==> src/rtl/rvfi_check_sequencer.sv <==
// Sequences core reset, trig and check strobes for one RVFI formal check instance.
// Counts qualifying retirements on one channel, fires trig on the Nth, check a fixed delay later.
module rvfi_check_sequencer #(
    parameter int NRET         = 1,
    parameter int CHANNEL_IDX  = 0,
    parameter int CNT_W        = 16,
    parameter int RESET_CYCLES = 1,
    parameter int TRIG_INSN    = 1,
    parameter int CHECK_DELAY  = 10,
    parameter int TRIG_TIMEOUT = 1000
) (
    input  logic            clock,
    input  logic            reset,
    input  logic            start,
    input  logic [NRET-1:0] rvfi_valid,
    input  logic [NRET-1:0] rvfi_halt,
    output logic            core_reset,
    output logic            trig,
    output logic            check,
    output logic            busy,
    output logic            done,
    output logic            timeout
);

    localparam longint unsigned CNT_LIMIT = (64'd1 << CNT_W) - 64'd1;

    if (RESET_CYCLES < 1 || TRIG_INSN < 1 || CHECK_DELAY < 1 || TRIG_TIMEOUT < 1) begin : g_bad_min
        $error("rvfi_check_sequencer: cycle/count parameters must be >= 1");
    end
    if (CHANNEL_IDX < 0 || CHANNEL_IDX >= NRET) begin : g_bad_chan
        $error("rvfi_check_sequencer: CHANNEL_IDX out of range");
    end
    if (64'(RESET_CYCLES) > CNT_LIMIT || 64'(TRIG_INSN) > CNT_LIMIT ||
        64'(CHECK_DELAY) > CNT_LIMIT || 64'(TRIG_TIMEOUT) > CNT_LIMIT) begin : g_bad_width
        $error("rvfi_check_sequencer: parameter exceeds counter width");
    end

    localparam logic [CNT_W-1:0] CNT_MAX   = '1;
    localparam logic [CNT_W-1:0] RST_LAST  = CNT_W'(RESET_CYCLES - 1);
    localparam logic [CNT_W-1:0] TRIG_LAST = CNT_W'(TRIG_INSN - 1);
    localparam logic [CNT_W-1:0] DLY_LAST  = CNT_W'(CHECK_DELAY);
    localparam logic [CNT_W-1:0] TO_LAST   = CNT_W'(TRIG_TIMEOUT - 1);

    typedef enum logic [2:0] {S_IDLE, S_RST, S_RUN, S_WAIT, S_DONE} state_e;

    state_e           state_q, state_d;
    logic [CNT_W-1:0] cyc_q, cyc_d;
    logic [CNT_W-1:0] ret_q, ret_d;
    logic [CNT_W-1:0] dly_q, dly_d;
    logic             timeout_q, timeout_d;
    logic             check_q, check_d;
    logic             qual;
    logic             unused_inputs;

    function automatic logic [CNT_W-1:0] sat_inc(input logic [CNT_W-1:0] v);
        return (v == CNT_MAX) ? v : v + CNT_W'(1);
    endfunction

    assign qual          = rvfi_valid[CHANNEL_IDX] & ~rvfi_halt[CHANNEL_IDX];
    assign unused_inputs = ^{rvfi_valid, rvfi_halt};

    always_comb begin
        // NOTE: every combinational output gets a default first so no path can infer a latch.
        state_d   = state_q;
        cyc_d     = cyc_q;
        ret_d     = ret_q;
        dly_d     = dly_q;
        timeout_d = timeout_q;
        trig      = 1'b0;
        case (state_q)
            S_IDLE, S_DONE: begin
                if (start) begin
                    state_d   = S_RST;
                    cyc_d     = '0;
                    timeout_d = 1'b0;
                end
            end
            S_RST: begin
                if (cyc_q == RST_LAST) begin
                    state_d = S_RUN;
                    cyc_d   = '0;
                    ret_d   = '0;
                end else begin
                    cyc_d = sat_inc(cyc_q);
                end
            end
            S_RUN: begin
                // trig is combinational so it coincides with the retirement the check module samples.
                trig = qual && (ret_q == TRIG_LAST);
                if (trig) begin
                    state_d = S_WAIT;
                    dly_d   = CNT_W'(1);
                end else begin
                    if (qual) ret_d = sat_inc(ret_q);
                    if (cyc_q == TO_LAST) begin
                        state_d   = S_DONE;
                        timeout_d = 1'b1;
                    end else begin
                        cyc_d = sat_inc(cyc_q);
                    end
                end
            end
            S_WAIT: begin
                if (dly_q == DLY_LAST) state_d = S_DONE;
                else                   dly_d   = sat_inc(dly_q);
            end
            default: state_d = S_IDLE;
        endcase
        check_d = (state_d == S_WAIT) && (dly_d == DLY_LAST);
    end

    // NOTE: state registers use non-blocking assignments so all flops update from the same pre-edge values.
    always_ff @(posedge clock or negedge reset) begin
        if (!reset) begin
            state_q   <= S_IDLE;
            cyc_q     <= '0;
            ret_q     <= '0;
            dly_q     <= '0;
            timeout_q <= 1'b0;
            check_q   <= 1'b0;
        end else begin
            state_q   <= state_d;
            cyc_q     <= cyc_d;
            ret_q     <= ret_d;
            dly_q     <= dly_d;
            timeout_q <= timeout_d;
            check_q   <= check_d;
        end
    end

    assign core_reset = (state_q == S_RST);
    assign busy       = (state_q == S_RST) || (state_q == S_RUN) || (state_q == S_WAIT);
    assign done       = (state_q == S_DONE);
    assign timeout    = timeout_q;
    assign check      = check_q;

endmodule

==> config.mk <==
export PLATFORM = sky130hd
export DESIGN_NAME = rvfi_check_sequencer
export DESIGN_NICKNAME = d
export VERILOG_FILES = /design/src/rtl/rvfi_check_sequencer.sv
export SDC_FILE = /design/constraint.sdc
export NUM_CORES = 1
export LEC_CHECK = 0
export CAP_MARGIN = 15
export CORE_AREA = 3 3 106 108
export CTS_CLUSTER_DIAMETER = 50
export CTS_CLUSTER_SIZE = 12
export DETAILED_ROUTE_END_ITERATION = 10
export DIE_AREA = 0 0 109 111
export PLACE_DENSITY = 0.56
export SYNTH_ARGS = -nofsm -noshare
export SYNTH_HDL_FRONTEND = slang
export SYNTH_SLANG_ARGS = --single-unit
==> constraint.sdc <==
create_clock -name clock -period 7.11 [get_ports clock]
set_input_delay 1.422 -clock clock [delete_from_list [all_inputs] [get_ports clock]]
set_output_delay 1.422 -clock clock [all_outputs]
set_load 0.02 [all_outputs]
==> results_tabular.tex <==
\begin{tabular}{lr}
\hline
Metric & Value \\
\hline
\multicolumn{2}{l}{\textbf{Run status}} \\
\quad Outcome & finished clean \\
\multicolumn{2}{l}{\textbf{CTS}} \\
\quad Insertion delay to the later sink of the worst-skew pair & 0.31 ns \\
\quad Clock transition at path regs & 0.10 ns \\
\quad Post-CTS sizing & 0 \\
\quad Max Buffers Root-to-Sink & 2 \\
\quad Clock root buffer & clkbuf\_8 \\
\quad CTS tree & yes \\
\quad H-tree levels & 2 \\
\quad Number of buffers added by the clock tree synthesis step & 5 \\
\quad Total number of clock tree sinks & 53 \\
\quad Hold\_buf cts & 0 \\
\quad \# Post-CTS Setup Buffers & 0 \\
\multicolumn{2}{l}{\textbf{Setup path}} \\
\quad Startpoint class of the critical path & input pin \\
\quad Worst Path Arrival & 3.18 ns \\
\quad Register-to-register setup slack & 4.04 ns \\
\quad Startpoint-to-endpoint class of the critical path & input pin to output pin \\
\quad Type of destination of the critical path & output pin \\
\quad Capture point of the worst reg-to-reg path & cyc\_q[14]\$\_DFFE\_PN0P\_ \\
\quad Launching point of the worst reg2reg path & ret\_q[9]\$\_DFFE\_PN0P\_ \\
\quad Worst endpoint required time & 5.69 ns \\
\quad Maximum net fanout on the critical path & 6 \\
\quad Number of cells on the worst reg-to-reg path & 7 \\
\multicolumn{2}{l}{\textbf{Logic synthesis}} \\
\quad Synth Area per Inst & 8.91 um2 \\
\quad Flip-flop cell with the highest count after synthesis & dfrtp\_1 \\
\quad Number of enable flip-flop cells after synthesis & 0 \\
\quad Cell area after synthesis & 3270 um2 \\
\quad Count of mapped cells out of synthesis & 367 \\
\quad Share of synthesized area occupied by flip-flops and latches & 0.406 \\
\quad Syn Nets & 378 \\
\quad Netlist cell types & 57 \\
\quad Count of state elements after synthesis & 53 \\
\quad Fraction of registers with async set/reset & 1.00 \\
\quad Yosys synthesis warning count & 0 \\
\multicolumn{2}{l}{\textbf{Die}} \\
\quad Area of the core region & 10300 um2 \\
\quad Starting density of the core & 0.317 \\
\quad Die extent in y & 111 um \\
\quad Total die area & 12100 um2 \\
\quad Number of primary I/O pins & 11 \\
\quad \# rows & 37 \\
\quad Width of the chip & 109 um \\
\multicolumn{2}{l}{\textbf{Route}} \\
\quad First-pass DRT Iterations & 4 \\
\quad Count of unresolved DRC violations after routing & 0 \\
\quad Final routed wirelength across all metal layers & 7520 um \\
\quad Violation count after the first detailed-routing iteration & 199 \\
\quad Average vias per placed instance & 5.45 \\
\quad Via Count & 2770 \\
\quad Number of routed nets with antenna violations & 0 \\
\quad Detail-routed net length per standard cell & 14.8 um \\
\multicolumn{2}{l}{\textbf{Finish}} \\
\quad Syn-to-layout area delta & 9.91\% \\
\quad Fin nets & 382 \\
\quad Filler Cell Count & 1066 \\
\quad Area of the multi-input gates & 1830 um2 \\
\quad Proportion of layout cells with a drive suffix above 1 & 0.0645 \\
\quad Register cell area after layout & 1330 um2 \\
\quad ANT cells & 0 \\
\quad Final standard cell utilization of the core & 0.348 \\
\multicolumn{2}{l}{\textbf{Global route}} \\
\quad Maximum number of pins on one net before global-route repair & 54 \\
\quad First-pass GRT wire length & 12900 um \\
\quad GRT overflow & 0 \\
\quad GR Util All Layers & 0.131 \\
\quad Number of global-route vias before repair & 2714 \\
\quad Initial antenna violation count & 0 \\
\multicolumn{2}{l}{\textbf{STA}} \\
\quad Highest clock rate & 218 MHz \\
\quad Unrepaired setup endpoints after global routing & no \\
\quad Setup Skew & 0.0126 ns \\
\quad Shortest clock period the worst path allows after layout & 4.60 ns \\
\quad Max Transition Viols Final & 0 \\
\quad Setup TNS after final layout & 0 ns \\
\quad Worst slew pin tran & 1.01 ns \\
\quad Final setup fails & 0 \\
\quad Hold Fails Final Rpt & 0 \\
\quad Worst relative slew slack & 0.319 \\
\quad Ratio of final minimum period to clock period & 0.647 \\
\multicolumn{2}{l}{\textbf{Power and ir drop}} \\
\quad Seq pwr share & 0.403 \\
\quad Worst ir drop on vdd & 0.000125 V \\
\quad Leakage & 1.48 nW \\
\quad PwrDens & 296 nW/um2 \\
\quad Internal power of the cells & 0.618 mW \\
\quad Switching fraction of total power & 0.419 \\
\quad Proportion of power drawn by the clock network & 0.205 \\
\quad Part of the total power dissipated in combinational logic & 0.391 \\
\quad Power spent charging and discharging nets & 0.445 mW \\
\multicolumn{2}{l}{\textbf{Worst hold path}} \\
\quad Worst Hold Depth & 2 \\
\quad Endpoint with the worst hold slack & timeout\$\_DFFE\_PN0P\_ \\
\quad Classification of the worst-slack hold path & register to register \\
\quad Hold Crit Start & timeout\$\_DFFE\_PN0P\_ \\
\multicolumn{2}{l}{\textbf{Placement}} \\
\quad Detail Placement HPWL & 5270 um \\
\quad Number of port buffers & 10 \\
\quad Final RePlAce weighted congestion & 0.924 \\
\multicolumn{2}{l}{\textbf{Run}} \\
\quad Number of maximum-capacitance constraint violations & 0 \\
\hline
\end{tabular}
layer usage:
| metal | GRT usage | part of all wire | vias to the layer above |
|---|---|---|---|
| met3 | 0.0256 | 0.033 | 8 |
| met2 | 0.205 | 0.47 | 50 |
| met5 | 0 | 0 | - |
| met4 | 0.0354 | 0.013 | 0 |
| met1 | 0.182 | 0.49 | 1336 |
| li1 | - | - | 1376 |
cells in the final DEF, fill, tap and decap left out, types with 6 or more instances in the layout:
master	n
dfrtp_1	53
nor2_1	46
nand2_1	22
nand3_1	21
o21ai_0	21
nor3_1	19
nand4_1	19
a21oi_1	18
xnor2_1	14
nor4_1	13
inv_1	10
clkdlybuf4s50_1	9
nor4b_1	7
and3_1	7
mux2i_1	7
or3_1	7
ha_1	6
clkbuf_8	6
power groups by stage:
stage | Combinational (mW) | Sequential (mW) | Clock, mW
global route | 0.470 | 0.439 | 0.242
floorplan | 0.337 | 0.400 | 0
global placement | 0.416 | 0.433 | 0
detailed placement | 0.417 | 0.432 | 0
CTS | 0.419 | 0.427 | 0.227
finish | 0.416 | 0.429 | 0.218
through the flow:
step | power, mW | setup WS (ns) | instance area, um2 | hold slack, ns | cells
after global routing | 1.15 | 2.45 | 3590 | 0.585 | 508
after global placement | 0.848 | 2.53 | 3480 | 0.524 | 500
final | 1.06 | 2.51 | 3590 | 0.552 | 508
after CTS | 1.07 | 2.50 | 3590 | 0.559 | 508
after floorplan | 0.738 | 3.56 | 3270 | 0.500 | 367
after detailed placement | 0.849 | 2.50 | 3480 | 0.537 | 500
critical path, stage by stage:
cell and delay (ns):
clkdlybuf4s50_1 0.44, nor2b_1 0.41, nand3_1 0.14, nor2_1 0.15, clkdlybuf4s50_1 0.62
cells in the mapped netlist (all sizes together), types with 10 or more instances:
cell / number / area share
dfrtp: 53 / 0.41
nor2: 46 / 0.053
nand2: 22 / 0.025
o21ai: 22 / 0.034
nand3: 21 / 0.032
nand4: 21 / 0.044
nor3: 19 / 0.029
a21oi: 18 / 0.028
nor4: 14 / 0.031
xnor2: 14 / 0.037
inv: 10 / 0.011
nor4b: 10 / 0.035
sequential cells by signal, summed over array words and instances, names as in the netlist:
name / flops
check: 1
cyc_q: 16
state_q: 3
dly_q: 16
timeout: 1
ret_q: 16
logic make-up (layout without fill, tap and decap cells):
kind of cell               count (synthesis)  count (layout)  synth area share
muxes                                      8               8            0.0249
DFF                                       53              53             0.406
xor gates and xnor gates                  18              18            0.0482
and+or+nand+nor                          191             191             0.336
adders and majority gates                  6               6            0.0230
buffers and inverters                     25              30            0.0337
AOI/OAI and AO/OA                         66              66             0.129
worst max-delay path by stage:
stage,from,to,slack (ns)
5_1_grt,rvfi_valid,trig,2.45
4_1_cts,rvfi_valid,trig,2.50
6_report,rvfi_valid,trig,2.51
3_5_place_dp,rvfi_valid,trig,2.50
3_3_place_gp,rvfi_valid,trig,2.53
2_1_floorplan,rvfi_valid,trig,3.56
final cells by class:
class / count / area share
clock inverters: 1 / 0.00835
well taps: 136 / 0.0473
clock buffers: 7 / 0.0240
flip-flops and latches: 53 / 0.369
multi-input cells: 289 / 0.510
repair buffers: 12 / 0.0306
inverters: 10 / 0.0104
Power figures use the tool's default switching activity.
